===== config.mk =====
export PLATFORM = sky130hd
export DESIGN_NAME = carry_output_scheduler
export DESIGN_NICKNAME = d
export VERILOG_FILES = /design/src/rtl/carry_output_scheduler.sv
export SDC_FILE = /design/constraint.sdc
export NUM_CORES = 1
export LEC_CHECK = 0
export BUFFER_PORTS_ARGS = -buffer_cell sky130_fd_sc_hd__buf_2
export CORE_MARGIN = 3
export CORE_UTILIZATION = 45
export CTS_CLUSTER_SIZE = 10
export DETAILED_ROUTE_END_ITERATION = 10
export HOLD_SLACK_MARGIN = 0.02
export PLACE_DENSITY_LB_ADDON = 0.15
export SETUP_SLACK_MARGIN = 0.15
export SLEW_MARGIN = 30
export SYNTH_ARGS = -nofsm -noshare
export SYNTH_HDL_FRONTEND = slang
export SYNTH_SLANG_ARGS = --single-unit

===== constraint.sdc =====
create_clock -name clk -period 4.65 [get_ports clk]
set_input_delay 0.6975 -clock clk [delete_from_list [all_inputs] [get_ports clk]]
set_output_delay 0.6975 -clock clk [all_outputs]
set_load 0.01 [all_outputs]

===== src/rtl/carry_output_scheduler.sv =====
// carry_output_scheduler
// Merges the main and auxiliary carry-stage byte outputs into one byte stream
// through a circular FIFO. Each cycle one source is selected by sel_aux and
// pushes 0-3 bytes. The FIFO drains one byte per cycle over valid/ready, and
// a per-frame start/flush/done sequence wraps the whole thing.
// Optional build macro: CARRY_SCHED_STATS_EN adds the aux_push_count output.
//
// state | meaning
// IDLE  | waiting for in_start
// RUN   | accepting pushes, draining
// FLUSH | no more pushes, draining until empty
// DONE  | one-cycle done pulse, then back to IDLE
module carry_output_scheduler #(
    parameter int DATA_WIDTH   = 8,
    parameter int ADDR_WIDTH   = 4,
    parameter int STALL_MARGIN = 3
) (
    input  logic                  clk,
    input  logic                  reset,
    input  logic                  in_start,
    input  logic                  in_end,
    input  logic [1:0]            main_flag,
    input  logic [DATA_WIDTH-1:0] main_bit_1,
    input  logic [DATA_WIDTH-1:0] main_bit_2,
    input  logic [2:0]            aux_flag,
    input  logic [DATA_WIDTH-1:0] aux_bit_1,
    input  logic [DATA_WIDTH-1:0] aux_bit_2,
    input  logic [DATA_WIDTH-1:0] aux_bit_3,
    input  logic                  sel_aux,
    output logic                  out_valid,
    output logic [DATA_WIDTH-1:0] out_byte,
    input  logic                  out_ready,
    output logic                  out_last,
    output logic                  stall,
    output logic                  busy,
    output logic                  done,
    output logic                  error_overflow,
`ifdef CARRY_SCHED_STATS_EN
    output logic [15:0]           aux_push_count,
`endif
    output logic [15:0]           byte_count
);

    localparam int DEPTH = 1 << ADDR_WIDTH;
    localparam logic [ADDR_WIDTH:0] DEPTH_V  = (ADDR_WIDTH + 1)'(DEPTH);
    localparam logic [ADDR_WIDTH:0] MARGIN_V = (ADDR_WIDTH + 1)'(STALL_MARGIN);

    typedef enum logic [1:0] {
        S_IDLE  = 2'd0,
        S_RUN   = 2'd1,
        S_FLUSH = 2'd2,
        S_DONE  = 2'd3
    } state_t;

    state_t state, state_next;

    logic [DEPTH-1:0][DATA_WIDTH-1:0] mem;
    logic [ADDR_WIDTH-1:0] wr_ptr, rd_ptr;
    logic [ADDR_WIDTH:0]   occupancy;
    logic [ADDR_WIDTH:0]   free_slots;
    logic [1:0]            n_req;
    logic [1:0]            n_acc;
    logic [DATA_WIDTH-1:0] src_byte [3];
    logic                  push_req;
    logic                  overflow_hit;
    logic                  pop;
    logic                  start_accept;

    // Source selection and push-count decode; unlisted flag codes mean "no bytes".
    always_comb begin
        n_req       = 2'd0;
        src_byte[0] = main_bit_1;
        src_byte[1] = main_bit_2;
        src_byte[2] = aux_bit_3;
        if (sel_aux) begin
            src_byte[0] = aux_bit_1;
            src_byte[1] = aux_bit_2;
            case (aux_flag)
                3'b001:  n_req = 2'd1;
                3'b011:  n_req = 2'd2;
                3'b010:  n_req = 2'd3;
                default: n_req = 2'd0;
            endcase
        end else begin
            case (main_flag)
                2'b01:   n_req = 2'd1;
                2'b11:   n_req = 2'd2;
                default: n_req = 2'd0;
            endcase
        end
    end

    // Push acceptance: all-or-nothing against free space measured before this cycle's pop.
    always_comb begin
        free_slots   = DEPTH_V - occupancy;
        push_req     = (state == S_RUN) && (n_req != 2'd0);
        overflow_hit = push_req && ((ADDR_WIDTH + 1)'(n_req) > free_slots);
        n_acc        = (push_req && !overflow_hit) ? n_req : 2'd0;
        start_accept = (state == S_IDLE) && in_start;
        out_valid    = (occupancy != '0) && ((state == S_RUN) || (state == S_FLUSH));
        out_byte     = out_valid ? mem[rd_ptr] : '0;
        out_last     = out_valid && (state == S_FLUSH) && (occupancy == (ADDR_WIDTH + 1)'(1));
        pop          = out_valid && out_ready;
        stall        = free_slots < MARGIN_V;
        busy         = (state != S_IDLE);
        done         = (state == S_DONE);
    end

    // Frame sequencing next-state.
    always_comb begin
        state_next = state;
        case (state)
            S_IDLE:  if (in_start) state_next = S_RUN;
            S_RUN:   if (in_end) state_next = S_FLUSH;
            S_FLUSH: if (occupancy == '0) state_next = S_DONE;
            S_DONE:  state_next = S_IDLE;
            default: state_next = S_IDLE;
        endcase
    end

    // State register.
    always_ff @(posedge clk or posedge reset) begin
        if (reset) state <= S_IDLE;
        else       state <= state_next;
    end

    // FIFO storage: accepted bytes land at consecutive slots from wr_ptr.
    always_ff @(posedge clk or posedge reset) begin
        if (reset) begin
            mem <= '0;
        end else begin
            for (int i = 0; i < 3; i++) begin
                if (i < int'(n_acc)) mem[wr_ptr + ADDR_WIDTH'(i)] <= src_byte[i];
            end
        end
    end

    // Pointers and occupancy; pointers wrap naturally at the FIFO depth.
    always_ff @(posedge clk or posedge reset) begin
        if (reset) begin
            wr_ptr    <= '0;
            rd_ptr    <= '0;
            occupancy <= '0;
        end else begin
            wr_ptr    <= wr_ptr + ADDR_WIDTH'(n_acc);
            rd_ptr    <= rd_ptr + ADDR_WIDTH'(pop);
            occupancy <= occupancy + (ADDR_WIDTH + 1)'(n_acc) - (ADDR_WIDTH + 1)'(pop);
        end
    end

    // Per-frame popped-byte count and sticky overflow flag, both cleared by an accepted start.
    always_ff @(posedge clk or posedge reset) begin
        if (reset) begin
            byte_count     <= '0;
            error_overflow <= 1'b0;
        end else begin
            if (start_accept)                     byte_count <= '0;
            else if (pop && byte_count != 16'hFFFF) byte_count <= byte_count + 16'd1;
            if (start_accept)      error_overflow <= 1'b0;
            else if (overflow_hit) error_overflow <= 1'b1;
        end
    end

`ifdef CARRY_SCHED_STATS_EN
    // Counts cycles where an auxiliary push was accepted.
    always_ff @(posedge clk or posedge reset) begin
        if (reset) begin
            aux_push_count <= '0;
        end else if (start_accept) begin
            aux_push_count <= '0;
        end else if (sel_aux && (n_acc != 2'd0) && aux_push_count != 16'hFFFF) begin
            aux_push_count <= aux_push_count + 16'd1;
        end
    end
`endif

endmodule


==> impl_metrics.tcl, run 1 <==
set metrics [dict create \
    status "finished, final reports clean" \
    switching_share_pct 42.7 \
    synthSimpleGateAreaFrac_pct 15.1 \
    top_layer_used "met4" \
    pre_cts_ws_ns 0.842 \
    num-nets-final 1307 \
    synth_warnings 0 \
    synth_commonest_cells "160 x dfrtp_1, 105 x a21oi_1, 90 x nor2_1" \
    p_per_area_nw_per_um2 636 \
    share_comb_of_total_power_pct 48.4 \
    detail-route-antenna-nets 0 \
    cts_buffer_depth 2 \
    grt_usage_pct 32.2 \
    max_freq_mhz 272 \
    min_period_over_period_pct 79.1 \
    tightest_slew_ns 0.986 \
    tns_ns 0 \
    fin_crit_ns 3.68 \
    antenna_found_initial 1 \
    grt_overflow 0 \
    postSynthAreaPerCell_sq_um 9.35 \
    postSynth.asyncResetShare_pct 100 \
    p_sw_mw 3.40 \
    grt_max_degree 161 \
    crit_path_max_fanout 66 \
    dr_wl_met3_um 4880 \
    vias 10800 \
    synthTopCellsByArea "dfrtp_1 36%, mux4_2 8.0%, o22a_1 6.1%" \
    num_rows 57 \
    hold_viol 0 \
    firstDrtPassIters 7 \
    clk_latency_ns 0.44 \
    p_int_mw 4.56 \
    hp-class "in2async" \
    antenna_cells 0 \
    synth_top_area_share_pct 35.6 \
    synth_edf_count 0 \
    cts-root-buf "clkbuf_16" \
    synth_fp_nets 1279 \
    cts_tree "built" \
    synth_xor_area_share_pct 1.71 \
    synth-seq-area-share_pct 35.6 \
    hpwlAfterDp_um 28300 \
    synth_top_family_by_area "compound AO/OA/AOI/OAI gates" \
    finalSetupViolations 0 \
    grt_pass1_wl_um 64700 \
    die_w_um 164 \
    final_area_sq_um 12500 \
    drive_gt1_share_pct 19.8 \
    synth-compound-area-share_pct 27.9 \
    die_height_um 164 \
    wl_per_cell_um 27.5 \
    core_sq_um 24500 \
    vdd_drop_max_mv 0.304 \
    postCtsHoldBufs 0 \
    cts_resized 0 \
    rsz0062_at_grt "no" \
    nFillCells 2273 \
    wl_met1_um 17000 \
    vias_per_cell 6.90 \
    area_delta_synth_final_pct 11.4 \
    portBuffers 80 \
    cellLeakagePower_nw 4.94 \
    path_class "reg2reg" \
    clkPwrFrac_pct 18.5 \
    drt_wl_total_um 43100 \
    utilization_pct 51.2 \
    die-area_sq_um 26900 \
    ys_ff_latch 160 \
    synth_mux_area_share_pct 11.6 \
    maxCapViolCount 0 \
    path_clk_slew_ns 0.07 \
    drt_iter0_drc 1490 \
    power.share.sequential_pct 33.1 \
    cp.arrival_ns 3.97 \
    start_util_pct 46.0 \
    dpl_cell_area_sq_um 11900 \
    drc 0 \
    gp_congestion 0.966 \
    multi_input_area_sq_um 6710 \
    mappedNetlistArea_sq_um 11300 \
    cts.sinks 160 \
    synth_most_common_cell "dfrtp_1" \
    cts_buffers 17 \
    cp.required_ns 4.94 \
    htreeDepth 4 \
    fin_ws_ns 0.973 \
    synthFlopType "dfrtp_1" \
    synth-adder-area-share_pct 2.91 \
    regArea_sq_um 4010 \
    fin_skew_ns 0.0107 \
    worstSetupEndpointType "register" \
    post-cts-setup-buffers 0 \
    wl_met2_um 19300 \
    pin_count 81 \
    syn_inst 1203 \
    drv_slew 0 \
    relSlewSlack_pct 33.7 \
    grt_pass1_vias 10300 \
    synth_area_leader_cell "dfrtp_1" \
    worstSetupStartpointType "register" \
    synth.distinct_cells 62 \
]
logic make-up (layout without fill, tap and decap cells):
family	after synthesis	in the layout
AO/OA/AOI/OAI	466	466
XOR/XNOR	22	22
buffers and inverters	133	174
flip-flops	160	160
multiplexers	78	78
adder cells (fa/ha/maj)	25	25
AND/OR/NAND/NOR	319	319
through the flow:
stage          hold WS, ns  power, mW  instances
6_report             0.345       7.97       1568
5_1_grt              0.375       8.39       1568
4_1_cts              0.573       7.87       1567
3_5_place_dp         0.569       6.38       1535
3_3_place_gp         0.553       6.35       1535
2_1_floorplan        0.477       5.17       1203
power by group through the flow:
stage	clock [mW]	combinational [mW]	sequential, mW
finish	1.48	3.86	2.64
global route	1.55	4.15	2.69
CTS	1.48	3.78	2.60
detailed placement	0	3.76	2.62
global placement	0	3.72	2.62
floorplan	0	2.91	2.26
layer usage:
metal,vias to the layer above,GRT usage (%)
met5,-,0
met4,0,14.3
met3,127,7.67
met2,709,48.8
met1,5307,43.7
li1,4673,-
state kept, by name (all words and copies together) (netlist names):
register / cells
occupancy: 5
state: 2
mem: 128
error_overflow: 1
byte_count: 16
wr_ptr: 4
rd_ptr: 4
final timing paths:
kind | start | end | slack, ns | cells after the start
worst min register to register | error_overflow | error_overflow | 0.57 | 2
worst min-delay path | reset | byte_count[5] | 0.35 | 3
worst max-delay path | occupancy[0] | mem[15] | 0.97 | 11
worst max register to register | occupancy[0] | mem[15] | 0.97 | 11
min in group clk | error_overflow | error_overflow | 0.57 | 2
max in group asynchronous | reset | mem[65] | 3.46 | 4
worst max-delay path: stages, from the launching register on:
cell      delay, ns
dfrtp_1        0.50
inv_1          0.10
ha_1           0.25
and2_1         0.16
ha_1           0.31
and4b_1        0.23
o211ai_2       0.10
o21a_4         0.18
buf_4          0.58
nand4_1        0.72
nor2_1         0.29
a31oi_1        0.06
placed cells by master, fill, tap and decap left out, types with 10 or more instances in the layout:
cell	n
dfrtp_1	159
nand2b_1	10
clkbuf_16	17
o22a_1	79
buf_2	80
xnor2_1	17
o21bai_1	18
buf_4	31
a211oi_1	78
and2_1	12
a31oi_1	37
mux4_2	40
a21oi_1	105
ha_1	23
o21ai_0	84
nor3_2	17
nand4_1	33
o211ai_1	25
mux2i_1	20
mux2_2	15
nor2_1	90
inv_1	25
nand3_1	24
o221ai_1	18
nor3_1	14
nand2_1	74
layout make-up:
| type | instances | area share [%] |
|---|---|---|
| clock buffer | 17 | 3.39 |
| tap | 324 | 3.23 |
| clock inverter | 15 | 1.41 |
| timing repair buffer | 114 | 5.59 |
| multi-input combinational | 910 | 53.6 |
| sequential | 160 | 32.0 |
| inverter | 28 | 0.868 |
Power figures use the tool's default switching activity.
==> run 2: changes to the inputs <==
==> constraint.sdc (replaced) <==
create_clock -name clk -period 3.59 [get_ports clk]
set_input_delay 0.5385 -clock clk [delete_from_list [all_inputs] [get_ports clk]]
set_output_delay 0.5385 -clock clk [all_outputs]
set_load 0.01 [all_outputs]
==> run 2 against run 1 <==
Compared with the run above:
- setup slack got worse by 0.60 ns
- cell area rose by 2.7%
- utilization rose by 1.4 points
- sequential share of layout area fell by 0.84 points
- via count rose by 1.8%
- critical path depth rose by 9
- combinational power rose by 36%
- worst hold slack got worse by 0.11 ns
- sequential power rose by 23%
- total power rose by 30%
- critical endpoint is now occupancy[4]
- clock skew rose by 0.0011 ns
==> impl_metrics.tcl, run 2 (synthesis results as in run 1) <==
set metrics [dict create \
    crit_chain "inv_1 > ha_1 > and2_1 > ha_4 > and4b_1 > o211ai_4 > o21a_4 > nand2_4 > nor2_4 > inv_1 > ha_1 > inv_1 > ha_2 > inv_2 > fa_2 > inv_1 > a21oi_1 > nor2_1 > nor2_1 > xnor2_1" \
    rrSetupSlack_ns 0.37 \
    drt_iter0_drc 1516 \
    slowest_stage "dfrtp_1" \
    utilization_pct 52.6 \
    core_sq_um 24500 \
    largest_reg_flops 128 \
    fin_skew_ns 0.0117 \
    cts_buffer_depth 2 \
    most-common-layout-cells "158 x dfrtp_1, 105 x a21oi_1, 89 x nor2_1, 84 x o21ai_0, 80 x buf_2" \
    drt_wl_total_um 42800 \
    cp.arrival_ns 3.53 \
    finalPower_mw 10.4 \
    nFillCells 2227 \
    area_delta_synth_final_pct 14.4 \
    min_period_over_period_pct 89.7 \
    rsz0062_at_grt "no" \
    pin_count 81 \
    tightest_slew_ns 1.02 \
    cts.sinks 160 \
    htreeDepth 4 \
    die_height_um 164 \
    crit_path_frequent_cell "inv_1" \
    gp_congestion 0.908 \
    drv_slew 0 \
    p_int_mw 6.05 \
    max_freq_mhz 311 \
    vdd_drop_max_mv 0.412 \
    mostFrequentLayoutCell "dfrtp_1" \
    final_area_sq_um 12900 \
    drc 0 \
    hp-class "in2async" \
    power.share.sequential_pct 31.3 \
    drive_gt1_share_pct 23.1 \
    maxCapViolCount 0 \
    path_clk_slew_ns 0.07 \
    hold_viol 0 \
    cellLeakagePower_nw 5.14 \
    die-area_sq_um 26900 \
    path_class "reg2reg" \
    num-nets-final 1348 \
    wl_per_cell_um 26.6 \
    p_sw_mw 4.34 \
    switching_share_pct 41.8 \
    rr_worst_depth 20 \
    cts_tree "built" \
    fin_crit_ns 3.22 \
    grt_pass1_vias 10300 \
    r2r-end "occupancy[4]" \
    cts-root-buf "clkbuf_16" \
    grt_overflow 0 \
    vias 11000 \
    max_stage_delay_ns 0.37 \
    top_register "mem" \
    reg_top3 "mem (128), byte_count (16), occupancy (5)" \
    dpl_cell_area_sq_um 12200 \
    relSlewSlack_pct 31.6 \
    crit_path_max_fanout 3 \
    rr_startpoint "occupancy[2]" \
    die_w_um 164 \
    clk_latency_ns 0.43 \
    detail-route-antenna-nets 0 \
    share_comb_of_total_power_pct 50.7 \
    grt_usage_pct 31.7 \
    status "finished, final reports clean" \
    p_per_area_nw_per_um2 807 \
    hpwlAfterDp_um 28900 \
    tns_ns 0 \
    firstDrtPassIters 5 \
    worstSetupEndpointType "register" \
    start_util_pct 46.0 \
    worstSetupStartpointType "register" \
    portBuffers 80 \
    grt_max_degree 128 \
    num_rows 57 \
    antenna_found_initial 2 \
    vias_per_cell 6.84 \
    cp.required_ns 3.90 \
    cts_buffers 17 \
    finalSetupViolations 0 \
    clkPwrFrac_pct 18.0 \
    grt_pass1_wl_um 64400 \
]
run 2: cell types whose count changed in the layout (fill, tap and decap cells not counted), moves of 3 or more:
| cell | delta |
|---|---|
| inv_1 | -3 |
| ha_1 | -5 |
| inv_2 | +3 |
| mux2i_1 | +3 |
| buf_4 | +41 |
| ha_4 | +4 |
run 2: how the worst max path moves through the flow:
stage | from | endpoint | slack (ns) | depth (start not counted)
after floorplan | sel_aux | occupancy[4] | -0.19 | 25
after global placement | sel_aux | occupancy[4] | 0.16 | 21
after detailed placement | sel_aux | occupancy[4] | 0.08 | 21
after CTS | occupancy[1] | occupancy[4] | 0.18 | 20
after global routing | occupancy[2] | occupancy[4] | 0.17 | 20
final | occupancy[2] | occupancy[4] | 0.37 | 20
run 2: timing repair:
item / 4_1_cts / 5_1_grt
hold buffers: 0 / 0
resized for setup: 0 / 7
setup buffers: 0 / 2
setup endpoints to repair: 0 / 10
run 2: metal layers:
layer / vias to the layer above / track usage [%] / part of all wire, %
li1: 4768 / - / -
met1: 5369 / 42.8 / 39
met2: 727 / 46.9 / 44
met3: 143 / 9.03 / 11
met4: 2 / 15.0 / 5.0
met5: - / 0 / 0.030
run 2: critical path, delay by kind of cell, from the launching register on:
family	cells	cell delay [ns]
flops	1	0.37
fa+ha+maj	5	1.24
simple gates	6	0.72
xor+xnor	1	0.12
compound gates	3	0.34
buf+inv	5	0.30
run 2: final cells by class:
class	count	area [sq um]	share of cell area, %
Sequential cell	160	4010	31.1
Multi-Input combinational cell	910	6770	52.6
Clock buffer	19	453	3.52
Tap cell	324	405	3.15
Inverter	28	109	0.845
Antenna cell	1	2.50	0.0194
Timing Repair Buffer	155	1000	7.77
Clock inverter	12	133	1.03
run 2: power by group through the flow:
stage	combinational, mW	sequential (mW)	clock (mW)
2_1_floorplan	3.85	2.93	0
3_3_place_gp	5.02	3.25	0
3_5_place_dp	5.09	3.25	0
4_1_cts	5.12	3.23	1.88
5_1_grt	5.66	3.33	1.96
6_report	5.26	3.25	1.87
run 2: stage by stage:
| step | hold slack [ns] | setup slack [ns] | cells |
|---|---|---|---|
| 3_3_place_gp | 0.554 | 0.159 | 1575 |
| 4_1_cts | 0.319 | 0.184 | 1606 |
| 6_report | 0.233 | 0.371 | 1609 |
| 5_1_grt | 0.344 | 0.169 | 1608 |
| 2_1_floorplan | 0.477 | -0.191 | 1203 |
| 3_5_place_dp | 0.559 | 0.0779 | 1575 |
